<file path="config.mk">
export PLATFORM = sky130hd
export DESIGN_NAME = uart_tx_fifo
export DESIGN_NICKNAME = d
export VERILOG_FILES = /design/src/rtl/uart_pkg.sv /design/src/rtl/uart_fifo.sv /design/src/rtl/uart_tx_fifo.sv
export SDC_FILE = /design/constraint.sdc
export NUM_CORES = 1
export LEC_CHECK = 0
export BUFFER_PORTS_ARGS = -buffer_cell sky130_fd_sc_hd__buf_2
export CORE_UTILIZATION = 55
export CTS_BUF_LIST = sky130_fd_sc_hd__clkbuf_2 sky130_fd_sc_hd__clkbuf_4 sky130_fd_sc_hd__clkbuf_8
export DETAILED_ROUTE_END_ITERATION = 16
export GPL_ROUTABILITY_DRIVEN = 0
export PLACE_DENSITY = 0.72
export RECOVER_POWER = 25
export REMOVE_ABC_BUFFERS = 1
export SLEW_MARGIN = 10
export SYNTH_ARGS = -nofsm -noshare
export SYNTH_HDL_FRONTEND = slang
export SYNTH_SLANG_ARGS = --single-unit
</file>
<file path="constraint.sdc">
create_clock -name clk_in -period 2.73 [get_ports clk_in]
set_input_delay 0.1365 -clock clk_in [delete_from_list [all_inputs] [get_ports clk_in]]
set_output_delay 0.1365 -clock clk_in [all_outputs]
set_load 0.02 [all_outputs]
</file>
<file path="src/rtl/uart_pkg.sv">
// Shared types and sizing helpers for the buffered UART transmitter.
package uart_pkg;

    typedef enum logic [2:0] {
        ST_IDLE   = 3'd0,
        ST_START  = 3'd1,
        ST_DATA   = 3'd2,
        ST_PARITY = 3'd3,
        ST_STOP   = 3'd4
    } uart_state_t;

    // 50 MHz system clock divided down to 9600 baud.
    localparam int UART_DEFAULT_CLK_DIV = 5208;

    // Bits needed to count 0..n-1, never less than one.
    function automatic int cnt_w(input int n);
        return (n <= 2) ? 1 : $clog2(n);
    endfunction

endpackage

</file>
<file path="src/rtl/uart_fifo.sv">
// Synchronous show-ahead FIFO; extra pointer MSB separates full from empty.
module uart_fifo #(
    parameter int DATA_BITS  = 8,
    parameter int FIFO_DEPTH = 4
) (
    input  logic                 clk_in,
    input  logic                 reset,
    input  logic                 push,
    input  logic                 pop,
    input  logic [DATA_BITS-1:0] din,
    output logic [DATA_BITS-1:0] dout,
    output logic                 full,
    output logic                 empty
);

    localparam int AW = $clog2(FIFO_DEPTH);

    logic [DATA_BITS-1:0] mem [FIFO_DEPTH];
    logic [AW:0]          wr_ptr;
    logic [AW:0]          rd_ptr;

    assign empty = (wr_ptr == rd_ptr);
    assign full  = (wr_ptr[AW] != rd_ptr[AW]) && (wr_ptr[AW-1:0] == rd_ptr[AW-1:0]);
    assign dout  = mem[rd_ptr[AW-1:0]];

    always_ff @(posedge clk_in or posedge reset) begin
        if (reset) begin
            wr_ptr <= '0;
            rd_ptr <= '0;
        end else begin
            if (push && !full) begin
                wr_ptr <= wr_ptr + 1'b1;
            end
            if (pop && !empty) begin
                rd_ptr <= rd_ptr + 1'b1;
            end
        end
    end

    always_ff @(posedge clk_in) begin
        if (push && !full) begin
            mem[wr_ptr[AW-1:0]] <= din;
        end
    end

endmodule

</file>
<file path="src/rtl/uart_tx_fifo.sv">
// Buffered UART transmitter: FIFO-fed start/data/[parity]/stop framer.
// Parity bit is built only when UART_TX_PARITY_EN is defined.
module uart_tx_fifo
    import uart_pkg::*;
#(
    parameter int DATA_BITS  = 8,
    parameter int STOP_BITS  = 1,
    parameter int CLK_DIV    = UART_DEFAULT_CLK_DIV,
    parameter int FIFO_DEPTH = 4,
    parameter int PARITY_ODD = 0
) (
    input  logic                 clk_in,
    input  logic                 reset,
    input  logic                 rw,
    input  logic [DATA_BITS-1:0] din,
    output logic                 tx,
    output logic                 busy,
    output logic                 done,
    output logic                 full,
    output logic                 ovf
);

    localparam int CW = cnt_w(CLK_DIV);
    localparam int BW = cnt_w(DATA_BITS);
    localparam logic [CW-1:0] CNT_LAST  = CW'(CLK_DIV - 1);
    localparam logic [BW-1:0] BIT_LAST  = BW'(DATA_BITS - 1);
    localparam logic          STOP_LAST = (STOP_BITS == 2);

    generate
        if (DATA_BITS < 5 || DATA_BITS > 9) begin : g_bad_data_bits
            $error("uart_tx_fifo: DATA_BITS out of range");
        end
        if (STOP_BITS < 1 || STOP_BITS > 2) begin : g_bad_stop_bits
            $error("uart_tx_fifo: STOP_BITS must be 1 or 2");
        end
        if (CLK_DIV < 2) begin : g_bad_clk_div
            $error("uart_tx_fifo: CLK_DIV must be at least 2");
        end
        if (PARITY_ODD < 0 || PARITY_ODD > 1) begin : g_bad_parity_odd
            $error("uart_tx_fifo: PARITY_ODD must be 0 or 1");
        end
    endgenerate

    uart_state_t          state;
    logic [CW-1:0]        cnt;
    logic [BW-1:0]        bit_idx;
    logic                 stop_idx;
    logic [DATA_BITS-1:0] shift;
    logic [DATA_BITS-1:0] fifo_dout;
    logic                 empty;
    logic                 push;
    logic                 load;
    logic                 bit_end;
`ifdef UART_TX_PARITY_EN
    logic                 par_bit;
`endif

    assign bit_end = (cnt == CNT_LAST);
    assign push    = rw && !full;
    // A word leaves the FIFO either from idle or straight out of the last stop bit.
    assign load    = !empty && ((state == ST_IDLE) ||
                                (state == ST_STOP && bit_end && stop_idx == STOP_LAST));

    uart_fifo #(
        .DATA_BITS (DATA_BITS),
        .FIFO_DEPTH(FIFO_DEPTH)
    ) u_fifo (
        .clk_in(clk_in),
        .reset (reset),
        .push  (push),
        .pop   (load),
        .din   (din),
        .dout  (fifo_dout),
        .full  (full),
        .empty (empty)
    );

    // tx is registered from the current state, so the line trails the FSM by one clock.
    always_ff @(posedge clk_in or posedge reset) begin
        if (reset) begin
            state    <= ST_IDLE;
            cnt      <= '0;
            bit_idx  <= '0;
            stop_idx <= 1'b0;
            shift    <= '0;
            tx       <= 1'b1;
            busy     <= 1'b0;
            done     <= 1'b0;
            ovf      <= 1'b0;
`ifdef UART_TX_PARITY_EN
            par_bit  <= 1'b0;
`endif
        end else begin
            done <= 1'b0;
            busy <= push || (state != ST_IDLE) || !empty;
            if (rw && full) begin
                ovf <= 1'b1;
            end
            if (load) begin
                shift <= fifo_dout;
`ifdef UART_TX_PARITY_EN
                par_bit <= (^fifo_dout) ^ (PARITY_ODD != 0);
`endif
            end

            case (state)
                ST_IDLE: begin
                    tx <= 1'b1;
                    if (load) begin
                        cnt   <= '0;
                        state <= ST_START;
                    end
                end

                ST_START: begin
                    tx <= 1'b0;
                    if (bit_end) begin
                        cnt     <= '0;
                        bit_idx <= '0;
                        state   <= ST_DATA;
                    end else begin
                        cnt <= cnt + 1'b1;
                    end
                end

                ST_DATA: begin
                    tx <= shift[0];
                    if (bit_end) begin
                        cnt   <= '0;
                        shift <= shift >> 1;
                        if (bit_idx == BIT_LAST) begin
                            stop_idx <= 1'b0;
`ifdef UART_TX_PARITY_EN
                            state    <= ST_PARITY;
`else
                            state    <= ST_STOP;
`endif
                        end else begin
                            bit_idx <= bit_idx + 1'b1;
                        end
                    end else begin
                        cnt <= cnt + 1'b1;
                    end
                end

`ifdef UART_TX_PARITY_EN
                ST_PARITY: begin
                    tx <= par_bit;
                    if (bit_end) begin
                        cnt      <= '0;
                        stop_idx <= 1'b0;
                        state    <= ST_STOP;
                    end else begin
                        cnt <= cnt + 1'b1;
                    end
                end
`endif

                ST_STOP: begin
                    tx <= 1'b1;
                    if (bit_end) begin
                        cnt <= '0;
                        if (stop_idx == STOP_LAST) begin
                            done  <= 1'b1;
                            state <= load ? ST_START : ST_IDLE;
                        end else begin
                            stop_idx <= 1'b1;
                        end
                    end else begin
                        cnt <= cnt + 1'b1;
                    end
                end

                default: begin
                    tx    <= 1'b1;
                    cnt   <= '0;
                    state <= ST_IDLE;
                end
            endcase
        end
    end

endmodule

</file>
# == After elaboration in Yosys (flattened, before gate mapping) ==
# Memory sizes are Yosys's and may differ from the RTL's.
# Index checks and enable logic that the tools add are counted.
# classes
n_addsub,4
eq_ne,15
n_mux,29
n_bitwise,1
n_reduce_logical,21
# op_table
cell,n
$mux 3,9
$mux 13,2
$pmux 13 s2,1
$mux 8,3
$ne 2x2->1 const B,7
$add 13x1->13 const B,1
$eq 13x13->1 const B,1
$pmux 3 s4,1
$mux 1,10
$add 3x1->3 const B,3
$logic_and 1x1->1,8
$reduce_and 4->1,2
$eq 3x3->1 const B,2
$pmux 3 s2,1
$reduce_and 6->1,1
$pmux 1 s2,2
$reduce_bool 2->1,2
$eq 3x1->1 const B,1
$eq 3x2->1 const B,1
$eq 3x3->1,1
$logic_not 3->1,1
$logic_or 1x1->1,3
$reduce_bool 3->1,1
$reduce_or 3->1,1
4 further kinds,5
# word_totals
reg_bits,38
ramBits,32
inputBits,11
elab_cells,82
memories,1
# mem_list
memory,words,width,read_ports,rd_ports_with_merged_regs,write_ports,line,rtl
u_fifo.mem,4,8,1,0,1,uart_fifo.sv:18,logic [DATA_BITS-1:0] mem [FIFO_DEPTH];

# == Depth between registers and ports, before layout ==
# Gate-level depths: netlist of run 1.
# depth
word_depth,9
depth_mapped,6
ltp_nobuf,6

# == Hierarchy ==
# From an unflattened synthesis of run 1, not the netlist that was laid out.
# hier_totals
hier_cells,262
hier_area_um2,3357.0
# by_module_without_submodules
mod,n_inst,cells_each,area_per_inst_um2,seq_area_each_um2
uart_fifo,1,91,1679.1,1111.1
uart_tx_fifo,1,171,1677.9,777.0

# == Least setup slack after synthesis of run 1 ==
# Ideal clock, no wire load.
# synth_timing
path_type,register -> register
startpoint,register cnt[0]
endpoint,register shift[6]
arrival_time_ns,1.653
required_ns,2.609
path_slack_ns,0.956
path_stages_with_launch,7
n_path_buf,1
period_less_slack_ns,1.774
path_cell_list,dfrtp_1 ha_1 and4bb_2 a31oi_1 clkbuf_1 o31ai_1 o22a_1
# synth_via
elab_chain_len,8
# synth_rtl
item,line,rtl
from (decl),uart_tx_fifo.sv:45,logic [CW-1:0] cnt;
from (signal assigned),uart_tx_fifo.sv:122,cnt <= cnt + 1'b1;
from (signal assigned),uart_tx_fifo.sv:142,cnt <= cnt + 1'b1;
from (signal assigned),uart_tx_fifo.sv:170,cnt <= cnt + 1'b1;
$eq 13x13->1 (*),uart_tx_fifo.sv:58,assign bit_end = (cnt == CNT_LAST);
$logic_and 1x1->1 (2 in a row),uart_tx_fifo.sv:62,(state == ST_STOP && bit_end && stop_idx == STOP_LAST));
$logic_or 1x1->1,uart_tx_fifo.sv:61,assign load = !empty && ((state == ST_IDLE) ||
$logic_and 1x1->1,uart_tx_fifo.sv:61,
$mux 8,uart_tx_fifo.sv:99,if (load) begin
$mux 8,uart_tx_fifo.sv:128,if (bit_end) begin
$mux 8 (*),uart_tx_fifo.sv:106,case (state)
to (signal assigned),uart_tx_fifo.sv:100,shift <= fifo_dout;
to (signal assigned),uart_tx_fifo.sv:130,shift <= shift >> 1;
to (decl),uart_tx_fifo.sv:48,logic [DATA_BITS-1:0] shift;
# Every way passes the cells marked *; elsewhere a longest branch is shown, timed or not.
# A chain may end at the register's enable or synchronous reset.

# == Worst setup path in the final report of run 1 ==
# layout_timing
startpoint,register u_fifo.rd_ptr[1]
endpoint,register cnt[11]
# layout_via
elab_chain_len,4
# layout_rtl
item,line,rtl
from (decl),uart_fifo.sv:20,logic [AW:0] rd_ptr;
from (signal assigned),uart_fifo.sv:35,rd_ptr <= rd_ptr + 1'b1;
$eq 3x3->1,uart_fifo.sv:22,assign empty = (wr_ptr == rd_ptr);
$logic_not 1->1,uart_tx_fifo.sv:61,
$logic_and 1x1->1,uart_tx_fifo.sv:61,
$ne 2x2->1 (no line),-,
# No other way between the ends.

==> summary.md, run 1 <==
| Metric | Value |
|---|---|
| Status | `finished, final reports clean` |
| Final setup viols | `0` |
| Crit path buf inv count | `0` |
| Leakage | `0.00140 uW` |
| # nets final | `296` |
| Via count | `2,162` |
| Total GRT Usage | `0.228` |
| CP endpoint kind | `flip-flop` |
| Mapped cell area | `0.00337 mm2` |
| Vias/cell | `~6.1` |
| Max-slew violation count | `0` |
| Critical Path Slowest Stage Cell | `o21ai_1` |
| Num Clock Sinks | `69` |
| Hold Crit Depth | `2` |
| Final WL | `6370 um` |
| Hpwl dp | `4380 um` |
| Commonest cells after routing, fill and taps aside | `dfrtp_1, edfxtp_1, inv_1, o31ai_1` |
| Core Area | `0.00592 mm2` |
| Arrival time of the worst setup path | `2.40 ns` |
| Main synth FF type | `dfrtp_1` |
| ANT nets after route | `0` |
| Router iterations before antenna repair | `4` |
| Worst path top cell family by delay | `compound AO/OA/AOI/OAI gates` |
| Total power | `2370 uW` |
| H-tree depth | `3` |
| Syn_area_per_cell | `13.2 um2` |
| CTS tree | `done` |
| Reg clk slew, reported paths | `around 0.080 ns` |
| Hold Path Origin | `rw` |
| I/O Buffers | `15` |
| Final hold violations | `0` |
| FF-to-FF End | `cnt[11]` |
| Initial antenna violation count | `0` |
| Standard-cell rows | `28` |
| Setup Skew | `0.00864 ns` |
| DIE WIDTH | `80.3 um` |
| Pwr/cell area | `639 mW/mm2` |
| Area of the die | `0.00645 mm2` |
| R2r setup slk | `around 0.5 ns` |
| CTS Buf Count | `9` |
| Initial DRC Count | `between 100 and 150` |
| CP startpoint | `u_fifo.rd_ptr[1]` |
| R2r worst-path depth | `4` |
| Die Ht | `approximately 80 um` |
| Grt ovf | `0` |
| First-pass GRT wire length | `between 10,000 and 15,000 um` |
| Critical Path Start Type | `flip-flop` |
| P&R area growth vs syn | `9.83%` |
| HP Class | `primary input to flip-flop` |
| Synth Instances | `256` |
| TNS Setup | `0 ns` |
| RSZ-0062 raised after global routing | `false` |
| Number of flops mapped to enable cells by yosys | `32` |
| Final hold slack | `0.0287 ns` |
| Sequential share of the synthesized area | `0.560` |
| MaxCap Viol Count | `0` |
| Layout cells sized above 1 | `0.177` |
| Crit-path cells | `xor2_4 -> nor4_1 -> o21ai_1 -> a22oi_1` |
| Longest Clk Path Bufs | `2` |
| Largest net degree at the start of global routing | `38` |
| Critical-path maximum fanout | `11` |
| Final worst-path cycle share | `0.814` |
| Crit Path Class | `flip-flop to flip-flop` |
| Measured slew at the worst slew-check pin | `around 0.97 ns` |
| Vias in the first global route | `2,067` |
| Layout Utilization | `0.626` |
| Slew HR | `0.349` |
| RR Startpoint | `u_fifo.rd_ptr[1]` |
| Async set-reset flop share out of synthesis | `0.536` |
| Ant. Diodes | `0` |
| Average wire per standard cell | `17.8 um` |
| Root buffer cell | `clkbuf_8` |
| Starting Density | `0.570` |
| #FFs+latches synth | `a little under 70` |
| Post-synth cell types | `55` |
| Crit-path max cell delay | `0.77 ns` |
| Hold endpoint | `ovf` |
| # IOs | `16` |
| FMAX | `450 MHz` |
| WP data required | `2.91 ns` |
| Yosys warns | `0` |
| # DRC | `0` |
| Min cycle time layout | `2.22 ns` |
| Worst skew pair latency | `approximately 0.35 ns` |
| Peak supply drop | `between 0.4 and 0.5 mV` |
| Commonest non-fill, non-tap cell in the layout | `dfrtp_1` |
metrics by stage:
| step | instance area (um2) | setup WS [ns] | instances |
|---|---|---|---|
| CTS | 3710 | 0.512 | 356 |
| global route | 3710 | 0.289 | 357 |
| global placement | 3510 | 0.597 | 338 |
| finish | 3710 | 0.507 | 357 |
| detailed placement | 3510 | 0.510 | 338 |
| floorplan | 3300 | 0.207 | 242 |
layer usage:
metal | GRT usage | vias to the layer above | wire (um)
met5 | 0 | - | 0
met4 | 0.102 | 0 | 80
met3 | 0.0477 | 6 | 327
met2 | 0.316 | 61 | 2880
met1 | 0.341 | 1059 | 3080
li1 | - | 1036 | -
flip-flops by register name, indices dropped and copies added (netlist names):
signal,flops
u_fifo.mem,32
cnt,13
shift,8
bit_idx,3
state,3
u_fifo.rd_ptr,3
u_fifo.wr_ptr,3
busy,1
done,1
ovf,1
tx,1
logic make-up (layout without fill, tap and decap cells):
group | count (synthesis) | in the layout | synth area share
mux | 10 | 10 | 0.0597
buf+inv | 28 | 54 | 0.0386
flops | 69 | 69 | 0.560
compound gates | 69 | 69 | 0.152
fa+ha+maj | 8 | 8 | 0.0297
xor+xnor | 10 | 10 | 0.0393
simple gates | 62 | 62 | 0.121
worst max path at each step:
stage	to	cells after the start
floorplan	cnt[10]	5
global placement	cnt[11]	4
detailed placement	cnt[11]	4
CTS	cnt[11]	4
global route	cnt[11]	4
finish	cnt[11]	4
report_power, final:
group          switching [uW]  internal [uW]  leakage [uW]
Clock                     408            332     0.0000856
Combinational             208            121      0.000567
Sequential               76.7           1220      0.000751
synthesized netlist by cell type (2+ instances only):
cell,count,share of area
xor2_1,3,0.0078
mux4_2,8,0.053
buf_6,2,0.0067
and2_1,4,0.0074
o22a_1,7,0.018
nor4bb_1,2,0.0059
or4_1,5,0.011
a22oi_1,8,0.018
edfxtp_1,32,0.28
nor2_1,4,0.0044
nand2_1,10,0.011
or3_1,5,0.0093
ha_1,8,0.030
o31ai_1,14,0.031
nor3b_1,3,0.0067
o21ai_0,10,0.015
nand2b_1,2,0.0037
xnor2_1,4,0.010
o211ai_1,2,0.0044
a22oi_2,2,0.0074
o21a_1,10,0.022
or4_4,2,0.0067
xor2_4,2,0.016
inv_1,14,0.016
nor4_1,2,0.0037
clkbuf_1,6,0.0067
dfrtp_1,36,0.27
a21oi_1,5,0.0074
nand3_1,7,0.010
a31oi_1,2,0.0037
buf_2,4,0.0059
nand4_1,6,0.011
and3_1,3,0.0056
timing repair:
| item | in CTS | in global routing |
|---|---|---|
| endpoints found under the hold margin | 40 | 1 |
| gates resized for setup | 0 | 0 |
| setup buffers | 0 | 0 |
| hold buffers | 2 | 1 |
cell type report:
class	count	area (um2)
fill	463	2210
clock inverter	7	51.3
multi-input combinational	159	1360
sequential	69	1890
inverter	14	52.6
timing repair buffer	24	140
clock buffer	9	124
tap	75	93.8
Power figures use the tool's default switching activity.
==> run 2, diff against run 1 <==
==> constraint.sdc (replaced) <==
create_clock -name clk_in -period 2.2 [get_ports clk_in]
set_input_delay 0.11 -clock clk_in [delete_from_list [all_inputs] [get_ports clk_in]]
set_output_delay 0.11 -clock clk_in [all_outputs]
set_load 0.02 [all_outputs]
==> run 2 against run 1 <==
Hold slack better by 0.43 ns. Routed wire length shrank 3.2%. Sequential power up 23%. Largest power group unchanged. Final cell count is 3.1% higher.
==> summary.md, run 2 (synthesized netlist as in run 1, its figures left out) <==
| Metric | Value |
|---|---|
| Status | `finished, final reports clean (unchanged)` |
| Peak supply drop | `0.685 mV (was 0.492 mV)` |
| # DRC | `0 (unchanged)` |
| Initial DRC Count | `119 (was 130)` |
| Final WL | `6170 um (was 6370 um)` |
| Via count | `2,215 (was 2,162)` |
| Crit-path max cell delay | `0.50 ns (was 0.77 ns)` |
| Vias in the first global route | `2,070 (was 2,067)` |
| Hpwl dp | `4010 um (was 4380 um)` |
| Commonest non-fill, non-tap cell in the layout | `dfrtp_1 (unchanged)` |
| Critical Path Start Type | `flip-flop (unchanged)` |
| Cts repair resizes | `0 (unchanged)` |
| Num Clock Sinks | `69 (unchanged)` |
| Max-slew violation count | `0 (unchanged)` |
| I/O Buffers | `15 (unchanged)` |
| ANT nets after route | `0 (unchanged)` |
| Critical Path Slowest Stage Cell | `or4_1 (was o21ai_1)` |
| Final hold violations | `0 (unchanged)` |
| Average wire per standard cell | `16.8 um (was 17.8 um)` |
| Core Area | `0.00592 mm2 (unchanged)` |
| Die Ht | `80.3 um (unchanged)` |
| Total GRT Usage | `0.219 (was 0.228)` |
| H-tree depth | `3 (unchanged)` |
| DIE WIDTH | `80.3 um (unchanged)` |
| Crit-path cells | `ha_1 -> and4bb_2 -> nand3_1 -> or4_1 -> o311ai_0 (was xor2_4 -> nor4_1 -> o21ai_1 -> a22oi_1)` |
| Final Cell Area | `0.00384 mm2 (was 0.00371 mm2)` |
| Vias/cell | `6.02 (was 6.06)` |
| FMAX | `497 MHz (was 450 MHz)` |
| RSZ-0062 raised after global routing | `false (unchanged)` |
| Commonest cells after routing, fill and taps aside | `dfrtp_1, edfxtp_1, inv_1, o31ai_1 (unchanged)` |
| Register Area | `0.00189 mm2 (unchanged)` |
| TNS Setup | `0 ns (unchanged)` |
| Final WS setup | `0.186 ns (was 0.507 ns)` |
| CTS Buf Count | `9 (unchanged)` |
| Critical-path maximum fanout | `6 (was 11)` |
| CTS Hold Bufs | `10 (was 2)` |
| Layout Cells excl Fill | `368 (was 357)` |
| Dpl ws | `0.219 ns (was 0.510 ns)` |
| Measured slew at the worst slew-check pin | `0.952 ns (was 0.969 ns)` |
| CTS tree | `done (unchanged)` |
| Max reg flops | `32 (unchanged)` |
| Initial antenna violation count | `0 (unchanged)` |
| Grt ovf | `0 (unchanged)` |
| Leakage | `0.00146 uW (was 0.00140 uW)` |
| Pwr/cell area | `796 mW/mm2 (was 639 mW/mm2)` |
| MaxCap Viol Count | `0 (unchanged)` |
| Fill count | `439 (was 463)` |
| DP Cell Count | `342 (was 338)` |
| Area of the die | `0.00645 mm2 (unchanged)` |
| Arrival time of the worst setup path | `2.24 ns (was 2.40 ns)` |
| Min cycle time layout | `2.01 ns (was 2.22 ns)` |
| Root buffer cell | `clkbuf_8 (unchanged)` |
| Final setup viols | `0 (unchanged)` |
| Crit Path Class | `flip-flop to flip-flop (unchanged)` |
| Reg clk slew, reported paths | `0.08 ns (about the same)` |
| WP data required | `2.43 ns (was 2.91 ns)` |
| HP Class | `flip-flop to flip-flop (was primary input to flip-flop)` |
| Final hold slack | `0.459 ns (was 0.0287 ns)` |
| CP endpoint kind | `flip-flop (unchanged)` |
| Layout cells sized above 1 | `0.181 (was 0.177)` |
| P&R area growth vs syn | `13.8% (was 9.83%)` |
| # nets final | `307 (was 296)` |
| Worst skew pair latency | `0.35 ns (about the same)` |
| Router iterations before antenna repair | `4 (unchanged)` |
| Final worst-path cycle share | `0.915 (was 0.814)` |
| Largest net degree at the start of global routing | `38 (unchanged)` |
| Slew HR | `0.366 (was 0.349)` |
| Setup Skew | `0.0127 ns (was 0.00864 ns)` |
| Area occupied by multi-input gates | `0.00136 mm2 (unchanged)` |
| Cell Area, Placed | `0.00355 mm2 (was 0.00351 mm2)` |
| First-pass GRT wire length | `10,200 um (was 10,500 um)` |
| Ant. Diodes | `0 (unchanged)` |
| Longest Clk Path Bufs | `2 (unchanged)` |
| Starting Density | `0.570 (unchanged)` |
| Standard-cell rows | `28 (unchanged)` |
| # IOs | `16 (unchanged)` |
| Post-CTS Setup Repair Bufs | `0 (unchanged)` |
[run 2: cell types whose count changed in the layout (fill, tap and decap cells not counted), sizes merged]
cell         delta
bufinv          +1
dlygate4sd3     +7
buf             +3
clkbuf          +1
clkinv          -1
[run 2: final timing paths]
| check | from | endpoint | slack, ns | cells past startpoint |
|---|---|---|---|---|
| setup / recovery | cnt[0] | bit_idx[0] | 0.19 | 5 |
| hold / removal | ovf | ovf | 0.46 | 1 |
| setup reg to reg | cnt[0] | bit_idx[0] | 0.19 | 5 |
| hold reg to reg | ovf | ovf | 0.46 | 1 |
| max in group asynchronous | reset | u_fifo.wr_ptr[1] | 1.01 | 4 |
| min in group asynchronous | reset | shift[4] | 0.59 | 4 |
[run 2: area by class of cell]
| cell class | count | area share |
|---|---|---|
| multi-input cells | 159 | 0.353 |
| repair buffers | 35 | 0.0652 |
| inverters | 14 | 0.0137 |
| clock buffers | 9 | 0.0323 |
| well taps | 75 | 0.0244 |
| flip-flops and latches | 69 | 0.492 |
| clock inverters | 7 | 0.0196 |
[run 2: critical path: cells and delay by family (launching register included)]
kind / cells / cell delay, ns
AND/OR/NAND/NOR: 3 / 0.99
flip-flops: 1 / 0.42
AO/OA/AOI/OAI: 1 / 0.30
adder cells (fa/ha/maj): 1 / 0.20
[run 2: per-stage QoR]
stage                util  power [uW]
floorplan               -        1920
global placement    0.600        2030
detailed placement  0.600        2050
CTS                 0.651        3090
global route        0.649        3200
finish              0.649        3060
[run 2: power breakdown]
part | internal, uW | switching, uW | leakage (uW) | total, uW
combinational | 159 | 270 | 0.000617 | 429
clock | 527 | 504 | 0.0000935 | 1030
sequential | 1510 | 83.2 | 0.000751 | 1600
[run 2: per-layer routing]
layer | track usage | vias to the layer above | wire [um]
met5 | 0 | - | 0
met4 | 0.0893 | 0 | 91
met3 | 0.0580 | 7 | 174
met2 | 0.321 | 41 | 2790
met1 | 0.311 | 1103 | 3110
li1 | - | 1064 | -
